<file path="src/rtl/spi_bus_arbiter.sv">
`default_nettype none
// ============================================================================
//  Module   : spi_bus_arbiter
//  Purpose  : Round-robin sharing of one SPI master among NREQ clients, with
//             an enforced chip-select idle gap and a transfer watchdog.
//  Revision : 1.0
// ============================================================================
module spi_bus_arbiter #(
    parameter int NREQ       = 4,
    parameter int GAP_CYCLES = 8,
    parameter int TIMEOUT    = 1023,
    parameter int CBITS      = 10
) (
    input  logic            clk,
    input  logic            rst_n,
    input  logic [NREQ-1:0] req,
    output logic [NREQ-1:0] grant,
    output logic [2:0]      cur_id,
    output logic [NREQ-1:0] done,
    output logic            err,
    output logic            spi_start,
    input  logic            spi_busy,
    output logic            spi_abort
);

    typedef enum logic [1:0] {
        S_IDLE  = 2'd0,
        S_START = 2'd1,
        S_BUSY  = 2'd2,
        S_GAP   = 2'd3
    } state_t;

    localparam logic [CBITS-1:0] C_TIMEOUT = CBITS'(TIMEOUT);
    localparam logic [CBITS-1:0] C_GAP     = CBITS'(GAP_CYCLES);
    localparam logic [3:0]       C_NREQ    = 4'(NREQ);

    state_t            r_state, w_state_nxt;
    logic [CBITS-1:0]  r_cnt, w_cnt_nxt, w_cnt_inc;
    logic [2:0]        r_ptr, w_ptr_nxt, w_ptr_succ;
    logic [2:0]        w_sel, w_cur_id_nxt;
    logic [3:0]        w_idx;
    logic [NREQ-1:0]   w_grant_nxt, w_done_nxt;
    logic              w_found, w_hit, w_timeout;
    logic              w_err_nxt, w_start_nxt, w_abort_nxt;

    // Saturating increment: the counter never wraps back to zero.
    assign w_cnt_inc  = (r_cnt == {CBITS{1'b1}}) ? r_cnt : r_cnt + CBITS'(1);
    assign w_timeout  = (w_cnt_inc == C_TIMEOUT);
    assign w_ptr_succ = (cur_id == 3'(NREQ - 1)) ? 3'd0 : cur_id + 3'd1;

    // Search ptr, ptr+1, ... (mod NREQ); walking downward lets the closest hit win.
    always_comb begin
        w_found = 1'b0;
        w_sel   = '0;
        w_idx   = '0;
        w_hit   = 1'b0;
        for (int k = NREQ - 1; k >= 0; k--) begin
            w_idx = {1'b0, r_ptr} + 4'(k);
            if (w_idx >= C_NREQ) begin
                w_idx = w_idx - C_NREQ;
            end
            w_hit = |(req & (NREQ'(1) << w_idx));
            if (w_hit) begin
                w_found = 1'b1;
                w_sel   = w_idx[2:0];
            end
        end
    end

    always_comb begin
        w_state_nxt  = r_state;
        w_cnt_nxt    = r_cnt;
        w_ptr_nxt    = r_ptr;
        w_grant_nxt  = grant;
        w_cur_id_nxt = cur_id;
        w_done_nxt   = '0;
        w_err_nxt    = 1'b0;
        w_start_nxt  = 1'b0;
        w_abort_nxt  = 1'b0;
        case (r_state)
            S_IDLE: begin
                if (w_found) begin
                    w_grant_nxt  = NREQ'(1) << w_sel;
                    w_cur_id_nxt = w_sel;
                    w_start_nxt  = 1'b1;
                    w_cnt_nxt    = '0;
                    w_state_nxt  = S_START;
                end
            end
            S_START, S_BUSY: begin
                // Watchdog has priority over any busy edge in the same cycle.
                if (w_timeout) begin
                    w_abort_nxt = 1'b1;
                    w_err_nxt   = 1'b1;
                    w_done_nxt  = grant;
                    w_grant_nxt = '0;
                    w_ptr_nxt   = w_ptr_succ;
                    w_cnt_nxt   = '0;
                    w_state_nxt = S_GAP;
                end else if (r_state == S_START && spi_busy) begin
                    w_cnt_nxt   = '0;
                    w_state_nxt = S_BUSY;
                end else if (r_state == S_BUSY && !spi_busy) begin
                    w_done_nxt  = grant;
                    w_grant_nxt = '0;
                    w_ptr_nxt   = w_ptr_succ;
                    w_cnt_nxt   = '0;
                    w_state_nxt = S_GAP;
                end else begin
                    w_cnt_nxt = w_cnt_inc;
                end
            end
            S_GAP: begin
                w_grant_nxt = '0;
                if (w_cnt_inc == C_GAP) begin
                    w_cnt_nxt   = '0;
                    w_state_nxt = S_IDLE;
                end else begin
                    w_cnt_nxt = w_cnt_inc;
                end
            end
            default: begin
                w_grant_nxt = '0;
                w_cnt_nxt   = '0;
                w_state_nxt = S_IDLE;
            end
        endcase
    end

    always_ff @(posedge clk or negedge rst_n) begin
        if (!rst_n) begin
            r_state   <= S_IDLE;
            r_cnt     <= '0;
            r_ptr     <= '0;
            grant     <= '0;
            cur_id    <= '0;
            done      <= '0;
            err       <= 1'b0;
            spi_start <= 1'b0;
            spi_abort <= 1'b0;
        end else begin
            r_state   <= w_state_nxt;
            r_cnt     <= w_cnt_nxt;
            r_ptr     <= w_ptr_nxt;
            grant     <= w_grant_nxt;
            cur_id    <= w_cur_id_nxt;
            done      <= w_done_nxt;
            err       <= w_err_nxt;
            spi_start <= w_start_nxt;
            spi_abort <= w_abort_nxt;
        end
    end

endmodule
`default_nettype wire
</file>
<file path="config.mk">
export PLATFORM = sky130hd
export DESIGN_NAME = spi_bus_arbiter
export DESIGN_NICKNAME = d
export VERILOG_FILES = /design/src/rtl/spi_bus_arbiter.sv
export SDC_FILE = /design/constraint.sdc
export NUM_CORES = 1
export LEC_CHECK = 0
export BUFFER_PORTS_ARGS = -buffer_cell sky130_fd_sc_hd__buf_2
export CAP_MARGIN = 20
export CORE_MARGIN = 10
export CORE_UTILIZATION = 54
export CTS_BUF_LIST = sky130_fd_sc_hd__clkbuf_4 sky130_fd_sc_hd__clkbuf_8
export CTS_CLUSTER_DIAMETER = 200
export DETAILED_ROUTE_END_ITERATION = 8
export PLACE_DENSITY_LB_ADDON = 0.08
export SKIP_LAST_GASP = 1
export SYNTH_ARGS = -nofsm -noshare
export SYNTH_HDL_FRONTEND = slang
export SYNTH_SLANG_ARGS = --single-unit
</file>
<file path="constraint.sdc">
create_clock -name clk -period 3.15 [get_ports clk]
set_input_delay 0 -clock clk [delete_from_list [all_inputs] [get_ports clk]]
set_output_delay 0 -clock clk [all_outputs]
set_load 0.1 [all_outputs]
</file>
==> out/qor.yml, run 1 <==
outcome:
  status: "complete, no violations"
critical_path:
  crit_type: "reg -> reg"
  slowest_stage: "dfrtp_1"
  cp_cell_sequence: "inv_1, ha_1, mux2_2, a31o_2, nor4b_4, nand2_1, nand2_1, o21bai_1, mux2_1"
  cp-start-kind: "flop"
  startpoint: "r_ptr[1]"
  cp_max_fo: 9
  r2r-end: "r_state[0]"
  cpLargestDelayFamily: "multiplexers"
  r2r_setup_slack_ps: 250
  end_kind: "flop"
  reg2reg_depth: 9
  required_ps: 3320
  crit_arrival_ps: 3070
  crit_buf_inv: 1
  max_stage_delay_ps: 490
  crit_path_frequent_cell: "nand2_1"
  rr_startpoint: "r_ptr[1]"
clock_tree:
  cts_setup_buffers: 0
  root_buffer: "clkbuf_8"
  cts_tree: "yes"
  clkTransAtPathRegs_ps: 100
  clk_latency_ps: 280
  cts_buffers: 3
  htreeDepth: 1
  cts.sinks: 28
  clock_path_buffers: 2
floorplanning:
  row_count: 21
  die_w_um: 80.6
  core_um2: 3440
  initial_core_util_pct: 57.5
  io_pins: 21
  die_h_um: 80.6
  die_area_um2: 6490
final_layout:
  num-nets-final: 249
  seqCellArea_um2: 701
  area_delta_synth_final_pct: 11.4
  final_area_um2: 2210
  fillers: 300
  layout-drive-gt1-share_pct: 19.0
  diodes: 0
  multi_input_area_um2: 1190
synthesis:
  synth_cells: 212
  yosysMostFrequentCell: "dfrtp_1"
  async_reset_ff_share_pct: 100
  synth_area_um2: 1980
  synth_area_leaders: "dfrtp_1 35%, ha_1 5.7%, mux2_1 4.5%, nand2_1 2.8%, a21oi_1 2.8%"
  yosys.area.top_type_share_pct: 35.4
  ys_types: 58
  yosys_warnings: 0
  synth_common_cells: "28 x dfrtp_1, 15 x nand2_1, 14 x nor2_1, 13 x inv_1, 11 x a21oi_1"
  ys_seq_area_share_pct: 35.4
  syn-mean-instance-area_um2: 9.34
  synth_edf_count: 0
  ys_seq_elements: 28
  synth_ff_type: "dfrtp_1"
  synth.largest_area_cell: "dfrtp_1"
  syn_nets: 228
global_routing:
  grt_pass1_vias: 1713
  grt.total_usage_pct: 15.7
  grt_pass1_wl_um: 8260
  antenna_found_initial: 0
  grt_max_degree: 29
  overflow: 0
sta:
  rsz0062_at_grt: "no"
  timing.final.crit_share_pct: 92.0
  final_max_slew_viol_count: 0
  setup_viol: 0
  clock_skew_ps: 3.79
  relSlewSlack_pct: 57.6
  hold_viol_final: 0
  worst_pin_slew_ps: 636
  fmax_mhz: 345
  min_period_ps: 2900
  tns_ps: 0
  hold_ws_ps: 267
pwr:
  power_density_nw_per_um2: 959
  p_clk_share_pct: 13.7
  p_int_uw: 1070
  p_seq_share_pct: 25.1
  leakagePower_uw: 0.000991
  p_switching_uw: 1040
  max-vdd-ir-drop_mv: 0.593
  combPwrFrac_pct: 61.2
  sw_frac_of_total_pct: 49.3
min_path:
  hp-class: "in -> async"
job:
  maxCapViolCount: 0
placed_design:
  numPortBuffers: 20
  finalWeightedCongestion: 0.915
  placed_cell_area_um2: 2110
  dp_hpwl_um: 3680
detailed_routing:
  wl_per_cell_um: 17.4
  vias: 1744
  first_pass_iters: 4
  routed_wirelength_um: 4840
  viasPerCell: 6.27
  ant_nets: 0
  drc: 0
  drt_iter0_drc: 174
-- state kept, by name, summed over array words and instances, names as in the netlist --
register,flops
done,4
grant,4
cur_id,3
spi_abort,1
r_ptr,3
r_state,2
spi_start,1
r_cnt,10
-- layout by cell type (no fill, tap or decap), types with 6 or more instances in the layout --
| cell type | instances |
|---|---|
| a21oi_1 | 11 |
| and2_1 | 8 |
| buf_2 | 20 |
| dfrtp_1 | 28 |
| ha_1 | 9 |
| inv_1 | 13 |
| mux2_1 | 8 |
| nand2_1 | 15 |
| nand4_1 | 6 |
| nor2_1 | 14 |
| nor3_1 | 6 |
| o21ai_0 | 7 |
-- worst reg2reg max path, delay by kind of cell, from the launching register on --
| kind | cells | cell delay (ps) |
|---|---|---|
| mux | 2 | 720 |
| simple gates | 3 | 670 |
| flops | 1 | 490 |
| compound gates | 2 | 420 |
| fa+ha+maj | 1 | 360 |
| buf+inv | 1 | 120 |
-- per-layer routing --
metal | vias to the layer above | wire length, µm | part of all wire (%) | track usage [%]
li1 | 827 | - | - | -
met3 | 8 | 307 | 6.3 | 2.78
met4 | 0 | 100 | 2.1 | 6.16
met5 | - | 0 | 0 | 0
met1 | 840 | 2200 | 45 | 20.0
met2 | 69 | 2240 | 46 | 25.6
-- through the flow --
step | utilization (%) | power (µW) | cells | setup WS, ps
floorplan | - | 1520 | 212 | 470
global placement | 61.4 | 1750 | 273 | 399
detailed placement | 61.4 | 1790 | 273 | 213
CTS | 63.7 | 2090 | 278 | 202
global route | 64.1 | 2270 | 278 | 40.3
finish | 64.1 | 2120 | 278 | 252
-- how the worst max path moves through the flow --
stage / endpoint / slack [ps] / depth (start not counted)
2_1_floorplan: grant[1] / 470 / 9
3_3_place_gp: grant[1] / 400 / 8
3_5_place_dp: grant[1] / 210 / 8
4_1_cts: grant[1] / 200 / 8
5_1_grt: r_state[1] / 40 / 9
6_report: r_state[0] / 250 / 9
-- power groups by stage --
stage                     clock network [µW]  logic, µW  registers, µW
after floorplan                            0        774            746
after global placement                     0       1220            531
after detailed placement                   0       1260            535
after CTS                                297       1260            529
after global routing                     307       1420            548
final                                    290       1290            531
-- layout make-up --
| class | instances | area share [%] |
|---|---|---|
| Clock inverter | 1 | 1.36 |
| Tap cell | 46 | 2.61 |
| Clock buffer | 3 | 1.87 |
| Timing Repair Buffer | 25 | 6.35 |
| Inverter | 13 | 2.21 |
| Sequential cell | 28 | 31.8 |
| Multi-Input combinational cell | 162 | 53.8 |
-- cells by family after synthesis --
group	Yosys count	share of synthesized area [%]
AND/OR/NAND/NOR	83	23.9
AO/OA/AOI/OAI	54	20.3
flip-flops	28	35.4
buffers and inverters	22	5.31
multiplexers	15	8.91
adder cells (fa/ha/maj)	9	5.69
XOR/XNOR	1	0.442
-- timing repair --
item | 4_1_cts | 5_1_grt
endpoints found under the setup margin | 0 | 6
gates resized for setup | 0 | 2
hold buffers | 1 | 0
endpoints found under the hold margin | 28 | 0
Note: power is estimated with default switching activity, not from simulation.
==> run 2, diff against run 1 <==
--- a/config.mk
+++ b/config.mk
@@ -7,13 +7,12 @@
 export LEC_CHECK = 0
 export BUFFER_PORTS_ARGS = -buffer_cell sky130_fd_sc_hd__buf_2
 export CAP_MARGIN = 20
-export CORE_MARGIN = 10
+export CORE_MARGIN = 2
 export CORE_UTILIZATION = 54
 export CTS_BUF_LIST = sky130_fd_sc_hd__clkbuf_4 sky130_fd_sc_hd__clkbuf_8
 export CTS_CLUSTER_DIAMETER = 200
 export DETAILED_ROUTE_END_ITERATION = 8
-export PLACE_DENSITY_LB_ADDON = 0.08
-export SKIP_LAST_GASP = 1
+export PLACE_DENSITY_LB_ADDON = 0.3
 export SYNTH_ARGS = -nofsm -noshare
 export SYNTH_HDL_FRONTEND = slang
 export SYNTH_SLANG_ARGS = --single-unit
==> run 2 against run 1 <==
  * Power down 4.2%
  * Hold slack got worse by 20 ps
  * Via count fell by 2.2%
  * Final cell count unchanged
  * Critical endpoint is now grant[1]
==> out/qor.yml, run 2 (synthesis gave the netlist of run 1 again) <==
final_layout:
  layout-drive-gt1-share_pct: 17.8  # -1.1 points
  mostFrequentLayoutCell: "dfrtp_1"
  final_cell_mix: "28 x dfrtp_1, 20 x buf_2, 15 x nand2_1"
  diodes: 0  # unchanged
  reg_top3: "r_cnt: 10 flops, done: 4 flops, grant: 4 flops"
  top_register: "r_cnt"
  fin_util_pct: 60.5  # -3.6 points
  fillers: 318  # +6.0%
  largest_reg_flops: 10  # unchanged
  area_delta_synth_final_pct: 10.1
  num-nets-final: 247  # -0.80%
critical_path:
  crit_arrival_ps: 3050  # -20 ps
  end_kind: "flop"
  slowest_stage: "dfrtp_1"
  cp-endpoint: "grant[1]"
  cp_max_fo: 9  # unchanged
  cpLargestDelayFamily: "multiplexers"
  cp-start-kind: "flop"
  max_stage_delay_ps: 500  # about the same
  rr_startpoint: "r_ptr[1]"
  reg2reg_depth: 8  # -1
  crit_cells: 8  # -1
  r2r-end: "grant[1]"
  required_ps: 3320  # about the same
  startpoint: "r_ptr[1]"
  crit_path_frequent_cell: "mux2_2"
  cp_cell_sequence: "inv_1, ha_1, mux2_2, a31o_2, nor4b_2, nand2_1, o21ai_1, mux2_2"
  crit_type: "reg -> reg"
  crit_buf_inv: 1  # unchanged
  r2r_setup_slack_ps: 270  # +20 ps
floorplanning:
  io_pins: 21  # unchanged
  die_h_um: 64.6  # -20%
  die_w_um: 64.6  # -20%
  initial_core_util_pct: 54.9  # -2.6 points
  row_count: 22  # +4.8%
  core_um2: 3610  # +4.8%
  die_area_um2: 4170  # -36%
placed_design:
  numPortBuffers: 20  # unchanged
  dp_hpwl_um: 3090  # -16%
  finalWeightedCongestion: 0.933  # +2.0%
detailed_routing:
  wl_per_cell_um: 15.3  # -12%
  drt_iter0_drc: 167  # -4.0%
  viasPerCell: 6.14  # -2.2%
  drc: 0  # unchanged
  vias: 1706  # -2.2%
  routed_wirelength_um: 4250  # -12%
  first_pass_iters: 4  # unchanged
  ant_nets: 0  # unchanged
clock_tree:
  clock_path_buffers: 2  # unchanged
  root_buffer: "clkbuf_8"
  clkTransAtPathRegs_ps: 100  # about the same
  htreeDepth: 1  # unchanged
  cts_buffers: 3  # unchanged
  cts.repair.resized: 0  # unchanged
  cts_tree: "yes"
  clk_latency_ps: 280  # about the same
  cts.sinks: 28  # unchanged
sta:
  fmax_mhz: 347  # +0.56%
  setup_viol: 0  # unchanged
  min_period_ps: 2880  # -16.2 ps
  tns_ps: 0  # unchanged
  timing.final.crit_share_pct: 91.5  # -0.52 points
  relSlewSlack_pct: 57.4  # -0.15 points
  worst_pin_slew_ps: 636  # -0.691 ps
  clock_skew_ps: 7.15  # +3.36 ps
  hold_ws_ps: 247  # -20.2 ps
  final_max_slew_viol_count: 0  # unchanged
  rsz0062_at_grt: "no"
  hold_viol_final: 0  # unchanged
outcome:
  status: "complete, no violations"
global_routing:
  grt_max_degree: 29  # unchanged
  overflow: 0  # unchanged
  antenna_found_initial: 0  # unchanged
  grt.total_usage_pct: 21.7  # +6.0 points
  grt_pass1_wl_um: 7170  # -13%
  grt_pass1_vias: 1488  # -13%
pwr:
  power_density_nw_per_um2: 930  # -3.1%
  power_uw: 2030  # -4.2%
  leakagePower_uw: 0.000974  # -1.7%
  max-vdd-ir-drop_mv: 0.647  # +9.1%
job:
  maxCapViolCount: 0  # unchanged
min_path:
  hp-class: "in -> reg"
-- run 2: cell type report --
cell class                 count  area (µm²)  share of cell area [%]
sequential                    28         701                    32.1
multi-input combinational    162        1170                    53.9
timing repair buffer          23         125                    5.74
clock inverter                 1        30.0                    1.38
inverter                      13        48.8                    2.24
clock buffer                   3        41.3                    1.89
tap                           48        60.1                    2.75
-- run 2: worst min-delay path by stage --
stage                     cells after the start     start         end  slack [ps]
final                                         5  spi_busy    r_cnt[4]         250
after floorplan                               0     rst_n   cur_id[0]        -300
after detailed placement                      1     rst_n    grant[0]          50
after CTS                                     5  spi_busy    r_cnt[4]         240
after global placement                        1     rst_n     done[1]          50
after global routing                          4  spi_busy  r_state[1]         290
-- run 2: through the flow --
| stage | cell area [µm²] | worst slack, ps | cells |
|---|---|---|---|
| floorplan | 1980 | 470 | 212 |
| global placement | 2100 | 379 | 273 |
| detailed placement | 2100 | 289 | 273 |
| CTS | 2180 | 264 | 278 |
| global route | 2180 | 80.9 | 278 |
| finish | 2180 | 268 | 278 |
-- run 2: report_power, final --
group	leakage, µW	switching [µW]	internal (µW)
logic	0.000563	769	430
registers	0.000375	101	438
clock network	0.0000357	120	170
-- run 2: what timing repair did --
action	4_1_cts	5_1_grt
setup buffers	0	0
hold buffers	1	0
hold endpoints to repair	28	0
-- run 2: metal layers --
metal	global-route usage, %	routed length [µm]	vias to the layer above
met2	32.7	1900	51
met1	32.7	2080	812
met4	6.91	83	0
met5	0	0	-
met3	2.43	185	11
li1	-	-	832
-- run 2: tightest hold or removal path: stages --
cell and delay, ps:
buf_2 100, and2_1 160, nor2_1 80, nand3b_1 90
a22oi_1 60
